==> config.mk <==
export PLATFORM = sky130hd
export DESIGN_NAME = nvdla_dbb_scheduler
export DESIGN_NICKNAME = d
export VERILOG_FILES = /design/src/rtl/nvdla_dbb_scheduler_pkg.sv /design/src/rtl/nvdla_dbb_scheduler_rr_arbiter.sv /design/src/rtl/nvdla_dbb_scheduler.sv
export SDC_FILE = /design/constraint.sdc
export NUM_CORES = 1
export LEC_CHECK = 0
export CELL_PAD_IN_SITES_DETAIL_PLACEMENT = 1
export CELL_PAD_IN_SITES_GLOBAL_PLACEMENT = 1
export CORE_AREA = 3 3 169 171
export CTS_CLUSTER_DIAMETER = 200
export DETAILED_ROUTE_END_ITERATION = 16
export DIE_AREA = 0 0 172 174
export GPL_TIMING_DRIVEN = 0
export PLACE_DENSITY_LB_ADDON = 0.1
export SYNTH_ARGS = -nofsm -noshare
export SYNTH_HDL_FRONTEND = slang
export SYNTH_HIERARCHICAL = 1
export SYNTH_SLANG_ARGS = --single-unit
==> constraint.sdc <==
create_clock -name clk_i -period 5.06 [get_ports clk_i]
set_input_delay 1.012 -clock clk_i [delete_from_list [all_inputs] [get_ports clk_i]]
set_output_delay 1.012 -clock clk_i [all_outputs]
set_load 0.01 [all_outputs]
==> src/rtl/nvdla_dbb_scheduler_pkg.sv <==
// nvdla_package: shared DBB scheduler types.
//   state_dbb_fsm_t  - scheduler FSM state encoding (legacy localparam constants)
//   ctrl_dbb_req_t   - captured DBB request (write flag, addr, len, id)
//   flags_dbb_rdat_t - per-cycle read beat flags
//   ctrl_dbb_wdat_t  - write burst progress flags
package nvdla_package;

    typedef logic [2:0] state_dbb_fsm_t;

    localparam state_dbb_fsm_t FSM_DBB_IDLE       = 3'd0;
    localparam state_dbb_fsm_t FSM_WRITE          = 3'd1;
    localparam state_dbb_fsm_t FSM_WAIT_WRITE     = 3'd2;
    localparam state_dbb_fsm_t FSM_WRITE_RESPONSE = 3'd3;
    localparam state_dbb_fsm_t FSM_READ           = 3'd4;
    localparam state_dbb_fsm_t FSM_WAIT_READ      = 3'd5;
    localparam state_dbb_fsm_t FSM_DBB_TERMINATE  = 3'd6;

    typedef struct packed {
        logic        write;
        logic [31:0] addr;
        logic [3:0]  len;
        logic [7:0]  id;
    } ctrl_dbb_req_t;

    typedef struct packed {
        logic hs;    // beat handshake this cycle
        logic last;  // current beat is beat len
    } flags_dbb_rdat_t;

    typedef struct packed {
        logic wack_seen;   // memory write-complete already observed
        logic beats_done;  // all len+1 beats accepted
    } ctrl_dbb_wdat_t;

endpackage

==> src/rtl/nvdla_dbb_scheduler_rr_arbiter.sv <==
// nvdla_dbb_rr_arbiter: two-way round-robin grant between DBB write and read.
//   clk_i, rst_i           - clock, synchronous active-high reset
//   req_wr_i, req_rd_i     - requests (already qualified by the caller)
//   update_i, served_wr_i  - end-of-burst pulse and which side was served
//   gnt_wr_o, gnt_rd_o     - one-hot (or zero) grant
module nvdla_dbb_rr_arbiter (
    input  logic clk_i,
    input  logic rst_i,
    input  logic req_wr_i,
    input  logic req_rd_i,
    input  logic update_i,
    input  logic served_wr_i,
    output logic gnt_wr_o,
    output logic gnt_rd_o
);

    // 0 = write wins a tie, 1 = read wins a tie
    logic prio_rd_q, prio_rd_d;

    always_comb begin
        gnt_wr_o  = req_wr_i & (~req_rd_i | ~prio_rd_q);
        gnt_rd_o  = req_rd_i & (~req_wr_i | prio_rd_q);
        prio_rd_d = prio_rd_q;
        if (update_i) begin
            // Hand the next tie to the side that was not just served.
            prio_rd_d = served_wr_i;
        end
    end

    always_ff @(posedge clk_i) begin
        if (rst_i) begin
            prio_rd_q <= 1'b0;
        end else begin
            prio_rd_q <= prio_rd_d;
        end
    end

endmodule

==> src/rtl/nvdla_dbb_scheduler.sv <==
// nvdla_dbb_scheduler: serialises NVDLA DBB read/write bursts onto one memory channel.
//   wr_req_* / wdat_* / wrsp_*  - DBB write request, data and response
//   rd_req_* / rdat_*           - DBB read request and tagged read data
//   mem_cmd_* / mem_wdata_* / mem_wack_i / mem_rdata_* - memory-side channel
//   busy_o, done_o, err_o       - status: not idle, burst complete pulse, sticky last error
`ifndef NVDLA_PRIMARY_MEMIF_WIDTH
`define NVDLA_PRIMARY_MEMIF_WIDTH 64
`endif
module nvdla_dbb_scheduler #(
    parameter int unsigned DW = `NVDLA_PRIMARY_MEMIF_WIDTH
) (
    input  logic            clk_i,
    input  logic            rst_i,
    input  logic            enable_i,
    input  logic            wr_req_valid_i,
    output logic            wr_req_ready_o,
    input  logic [31:0]     wr_req_addr_i,
    input  logic [3:0]      wr_req_len_i,
    input  logic [7:0]      wr_req_id_i,
    input  logic            wdat_valid_i,
    output logic            wdat_ready_o,
    input  logic [DW-1:0]   wdat_data_i,
    input  logic [DW/8-1:0] wdat_strb_i,
    input  logic            wdat_last_i,
    output logic            wrsp_valid_o,
    input  logic            wrsp_ready_i,
    output logic [7:0]      wrsp_id_o,
    input  logic            rd_req_valid_i,
    output logic            rd_req_ready_o,
    input  logic [31:0]     rd_req_addr_i,
    input  logic [3:0]      rd_req_len_i,
    input  logic [7:0]      rd_req_id_i,
    output logic            rdat_valid_o,
    input  logic            rdat_ready_i,
    output logic [DW-1:0]   rdat_data_o,
    output logic            rdat_last_o,
    output logic [7:0]      rdat_id_o,
    output logic            mem_cmd_valid_o,
    input  logic            mem_cmd_ready_i,
    output logic            mem_cmd_write_o,
    output logic [31:0]     mem_cmd_addr_o,
    output logic [3:0]      mem_cmd_len_o,
    output logic            mem_wdata_valid_o,
    input  logic            mem_wdata_ready_i,
    output logic [DW-1:0]   mem_wdata_o,
    output logic [DW/8-1:0] mem_wstrb_o,
    input  logic            mem_wack_i,
    input  logic            mem_rdata_valid_i,
    output logic            mem_rdata_ready_o,
    input  logic [DW-1:0]   mem_rdata_i,
    output logic            busy_o,
    output logic            done_o,
    output logic            err_o
);

    import nvdla_package::*;

    state_dbb_fsm_t  state_q, state_d;
    ctrl_dbb_req_t   req_q, req_d;
    ctrl_dbb_wdat_t  wdat_q, wdat_d;
    logic [3:0]      cnt_q, cnt_d;
    logic            err_q, err_d;
    logic            gnt_wr, gnt_rd, arb_update;
    logic            wbeat_hs, last_beat;
    flags_dbb_rdat_t rd_flags;

    nvdla_dbb_rr_arbiter u_arbiter (
        .clk_i       (clk_i),
        .rst_i       (rst_i),
        .req_wr_i    (wr_req_valid_i & enable_i & (state_q == FSM_DBB_IDLE)),
        .req_rd_i    (rd_req_valid_i & enable_i & (state_q == FSM_DBB_IDLE)),
        .update_i    (arb_update),
        .served_wr_i (req_q.write),
        .gnt_wr_o    (gnt_wr),
        .gnt_rd_o    (gnt_rd)
    );

    assign last_beat = (cnt_q == req_q.len);
    assign busy_o    = (state_q != FSM_DBB_IDLE);
    assign err_o     = err_q;

    always_comb begin
        state_d           = state_q;
        req_d             = req_q;
        wdat_d            = wdat_q;
        cnt_d             = cnt_q;
        err_d             = err_q;
        arb_update        = 1'b0;
        wbeat_hs          = 1'b0;
        rd_flags          = '0;
        wr_req_ready_o    = 1'b0;
        rd_req_ready_o    = 1'b0;
        wdat_ready_o      = 1'b0;
        wrsp_valid_o      = 1'b0;
        wrsp_id_o         = '0;
        rdat_valid_o      = 1'b0;
        rdat_data_o       = '0;
        rdat_last_o       = 1'b0;
        rdat_id_o         = '0;
        mem_cmd_valid_o   = 1'b0;
        mem_cmd_write_o   = 1'b0;
        mem_cmd_addr_o    = '0;
        mem_cmd_len_o     = '0;
        mem_wdata_valid_o = 1'b0;
        mem_wdata_o       = '0;
        mem_wstrb_o       = '0;
        mem_rdata_ready_o = 1'b0;
        done_o            = 1'b0;

        unique case (state_q)
            FSM_DBB_IDLE: begin
                wr_req_ready_o = gnt_wr;
                rd_req_ready_o = gnt_rd;
                if (gnt_wr) begin
                    req_d   = '{write: 1'b1, addr: wr_req_addr_i, len: wr_req_len_i,
                                id: wr_req_id_i};
                    state_d = FSM_WRITE;
                end else if (gnt_rd) begin
                    req_d   = '{write: 1'b0, addr: rd_req_addr_i, len: rd_req_len_i,
                                id: rd_req_id_i};
                    state_d = FSM_READ;
                end
            end
            FSM_WRITE, FSM_READ: begin
                mem_cmd_valid_o = 1'b1;
                mem_cmd_write_o = req_q.write;
                mem_cmd_addr_o  = req_q.addr;
                mem_cmd_len_o   = req_q.len;
                if (mem_wack_i && req_q.write) begin
                    wdat_d.wack_seen = 1'b1;
                end
                if (mem_cmd_ready_i) begin
                    state_d = req_q.write ? FSM_WAIT_WRITE : FSM_WAIT_READ;
                end
            end
            FSM_WAIT_WRITE: begin
                // Stop passing data once all beats are in; only the wack is awaited then.
                if (!wdat_q.beats_done) begin
                    mem_wdata_valid_o = wdat_valid_i;
                    wdat_ready_o      = mem_wdata_ready_i;
                    mem_wdata_o       = wdat_data_i;
                    mem_wstrb_o       = wdat_strb_i;
                    wbeat_hs          = wdat_valid_i & mem_wdata_ready_i;
                end
                if (mem_wack_i) begin
                    wdat_d.wack_seen = 1'b1;
                end
                if (wbeat_hs) begin
                    if (wdat_last_i != last_beat) begin
                        err_d = 1'b1;
                    end
                    if (last_beat) begin
                        wdat_d.beats_done = 1'b1;
                    end else begin
                        cnt_d = cnt_q + 4'd1;
                    end
                end
                if ((wdat_q.beats_done || (wbeat_hs && last_beat))
                    && (wdat_q.wack_seen || mem_wack_i)) begin
                    state_d = FSM_WRITE_RESPONSE;
                end
            end
            FSM_WRITE_RESPONSE: begin
                wrsp_valid_o = 1'b1;
                wrsp_id_o    = req_q.id;
                if (wrsp_ready_i) begin
                    state_d = FSM_DBB_TERMINATE;
                end
            end
            FSM_WAIT_READ: begin
                rd_flags.hs       = mem_rdata_valid_i & rdat_ready_i;
                rd_flags.last     = last_beat;
                rdat_valid_o      = mem_rdata_valid_i;
                mem_rdata_ready_o = rdat_ready_i;
                rdat_data_o       = mem_rdata_i;
                rdat_id_o         = req_q.id;
                rdat_last_o       = rd_flags.last;
                if (rd_flags.hs) begin
                    if (rd_flags.last) begin
                        state_d = FSM_DBB_TERMINATE;
                    end else begin
                        cnt_d = cnt_q + 4'd1;
                    end
                end
            end
            FSM_DBB_TERMINATE: begin
                done_o     = 1'b1;
                arb_update = 1'b1;
                cnt_d      = '0;
                wdat_d     = '0;
                state_d    = FSM_DBB_IDLE;
            end
            default: begin
                state_d = FSM_DBB_IDLE;
            end
        endcase
    end

    always_ff @(posedge clk_i) begin
        if (rst_i) begin
            state_q <= FSM_DBB_IDLE;
            req_q   <= '0;
            wdat_q  <= '0;
            cnt_q   <= '0;
            err_q   <= 1'b0;
        end else begin
            state_q <= state_d;
            req_q   <= req_d;
            wdat_q  <= wdat_d;
            cnt_q   <= cnt_d;
            err_q   <= err_d;
        end
    end

endmodule

==> flow_summary.yaml <==
run_status:
  outcome: "complete, no violations"
final_layout:
  syn2layout_area_growth_pct: 123
  final_util_pct: 33.4
  finalInstanceArea_sq_um: 9010
  fill_cells: 3161
  drive_above_1_share_pct: 3.52
  fin_cells: 1312
  final_nets: 1204
global_route:
  antenna_found_initial: 5
  grt-ovfl-total: 0
  grt_max_degree: 18
  grt_pass1_wl_um: 34300
  first_global_vias: 5231
  grt_use_total_pct: 15.0
critical_path:
  r2r-start: "state_q[1]"
  r2r-end: "state_q[2]"
  cp-end-kind: "primary output"
  critPathRequiredTime_ns: 4.05
  crit_path_max_fanout: 10
  r2r_slack_ns: 2.37
  critPathKind: "input port to primary output"
  worstPathArrival_ns: 3.55
  worst_r2r_path_depth: 9
  startpoint_type: "input port"
clock_network:
  cts.repair.resized: 0
  cts_setup_buffers: 0
  clk_pin_slew_ns: 0.07
  htreeDepth: 2
  clkLatencyLatePin_ns: 0.30
  cts_max_path_buffers: 2
  cts_sinks: 56
  cts_made_buffers: 5
  cts_tree: "yes"
  ctsHoldBuffers: 0
  root_buffer: "clkbuf_16"
placed_design:
  dp_cells: 1300
  numPortBuffers: 437
  dp_hpwl_um: 20900
  pre_cts_slack_ns: 0.442
  place_congestion: 0.788
  placed_cell_area_sq_um: 8840
power:
  p_leak_nw: 3.26
  ir_drop_mv: 0.186
  power_mw: 2.58
  pwr_density_cell_nw_per_um2: 286
timing:
  timing.fmax_mhz: 219
  setup_viol: 0
  fin_tns_setup_ns: 0
  grt_setup_unrepaired: "no"
  fin_skew_ns: 0.00656
  timing.final.ws_setup_ns: 0.495
  hold_ws_ns: 0.459
  drv_slew: 0
  worst_pin_slew_ns: 0.954
  finalCritPeriodShare_pct: 90.2
  finalHoldViolCount: 0
  slew_headroom_pct: 35.9
  finalCriticalPeriod_ns: 4.57
route:
  vias_per_cell: 3.95
  drt_wl_total_um: 24200
  drtIter0Drc: 100
  first_pass_iters: 4
  vias: 5180
  post-route-drc-count: 0
  ant_nets: 0
  wl_per_cell_um: 18.4
yosys:
  synth.distinct_cells: 40
  seq_area_frac_synth_pct: 27.8
  yosys.area_share.adder_pct: 0.310
  ys_async_sr_fraction_pct: 0
  synth-xor-area-share_pct: 1.52
  synth_mux_area_share_pct: 11.7
  synth.most_common_cell: "and2_1"
  synth_top_family_by_area: "simple AND/OR/NAND/NOR gates"
  synth_top_area_share_pct: 29.9
  ys.flop_type: "dfxtp_1"
  synth.avg_cell_area_sq_um: 7.73
  ys_ff_latch: 56
  synth_edf_count: 0
  ys_warn_count: 6
  netlist_area_sq_um: 4040
  synth_top_cells_by_area: "and2_1, dfxtp_1, mux2i_1, a211oi_1, nor2_1"
  synth_compound_area_share_pct: 12.5
  yosys-top-cells-count: "and2_1, nor2_1, dfxtp_1"
  synthSimpleGateAreaFrac_pct: 40.4
  netlist_instances: 522
  yosys.area.top_type: "and2_1"
  syn_nets: 760
worst_hold_path:
  min_path_type: "register to register"
  hold_path_depth: 2
  min_to: "wdat_q[1]"
  worstHoldStart: "wdat_q[1]"
die:
  initial_core_util_pct: 14.9
  die_area_sq_um: 29900
  rows: 60
  io_pins: 438
  core_sq_um: 27000
  die_y_um: 174
  die_x_um: 172
job:
  max-cap-violations: 0
## routing by layer
layer / routed length (um) / up-vias / global-route usage, %
li1: - / 2615 / -
met4: 285 / 2 / 3.26
met1: 8930 / 2319 / 16.2
met5: 20 / - / 0
met3: 2250 / 15 / 4.64
met2: 12700 / 229 / 28.3
## worst max path at each step
stage             start              to  depth (start not counted)
2_1_floorplan  enable_i  wr_req_ready_o                          5
3_3_place_gp   enable_i  wr_req_ready_o                          7
3_5_place_dp   enable_i  wr_req_ready_o                          7
4_1_cts        enable_i  wr_req_ready_o                          7
5_1_grt        enable_i  wr_req_ready_o                          7
6_report       enable_i  wr_req_ready_o                          7
## flip-flops by register name (all words and copies together) (netlist names)
signal               flops
req_q                   45
cnt_q                    4
state_q                  3
wdat_q                   2
err_o                    1
u_arbiter/prio_rd_q      1
## placed cells by master (no fill, tap or decap), types with 2 or more instances in the layout
cell and n:
inv_1 9, nor2_1 57, nor3_1 6, nor2b_1 3, nor4_1 2, and2_1 193
buf_4 2, nand2_1 7, a211oi_1 47, dfxtp_1 56, xnor2_1 6, buf_2 16
clkbuf_16 5, o21ai_0 7, clkbuf_1 21, diode_2 4, and3_1 4, clkdlybuf4s50_1 437
clkbuf_2 5, mux2i_1 47, buf_1 2, a21oi_1 8, o211ai_1 3, a31oi_1 3
## where the power goes
part / leakage (nW) / switching (mW) / internal, mW
Combinational: 2.72 / 0.746 / 0.805
Sequential: 0.457 / 0.0618 / 0.556
Clock: 0.0815 / 0.176 / 0.237
## cell families (layout without fill, tap and decap cells)
logic type                 after synthesis  after routing
adders and majority gates                1              1
muxes                                   47             47
and+or+nand+nor                        284            284
other                                    0              4
AOI/OAI and AO/OA                       73             73
buffers and inverters                   54            499
DFF                                     56             56
xor gates and xnor gates                 7              7
## worst max-delay path: stages
cell and delay (ns):
clkdlybuf4s50_1 0.47, and3_1 0.17, a21boi_0 0.31, buf_2 0.40
buf_2 0.38, and2_1 0.21, clkdlybuf4s50_1 0.59
## final cells by class
type | instances | area (sq um) | area share [%]
Timing Repair Buffer | 437 | 4370 | 48.5
Multi-Input combinational cell | 412 | 2680 | 29.7
Sequential cell | 56 | 1120 | 12.4
Tap cell | 341 | 427 | 4.73
Buffer | 45 | 203 | 2.25
Clock buffer | 6 | 129 | 1.43
Clock inverter | 2 | 38.8 | 0.430
Inverter | 9 | 33.8 | 0.375
Antenna cell | 4 | 10.0 | 0.111
Power figures use the tool's default switching activity.
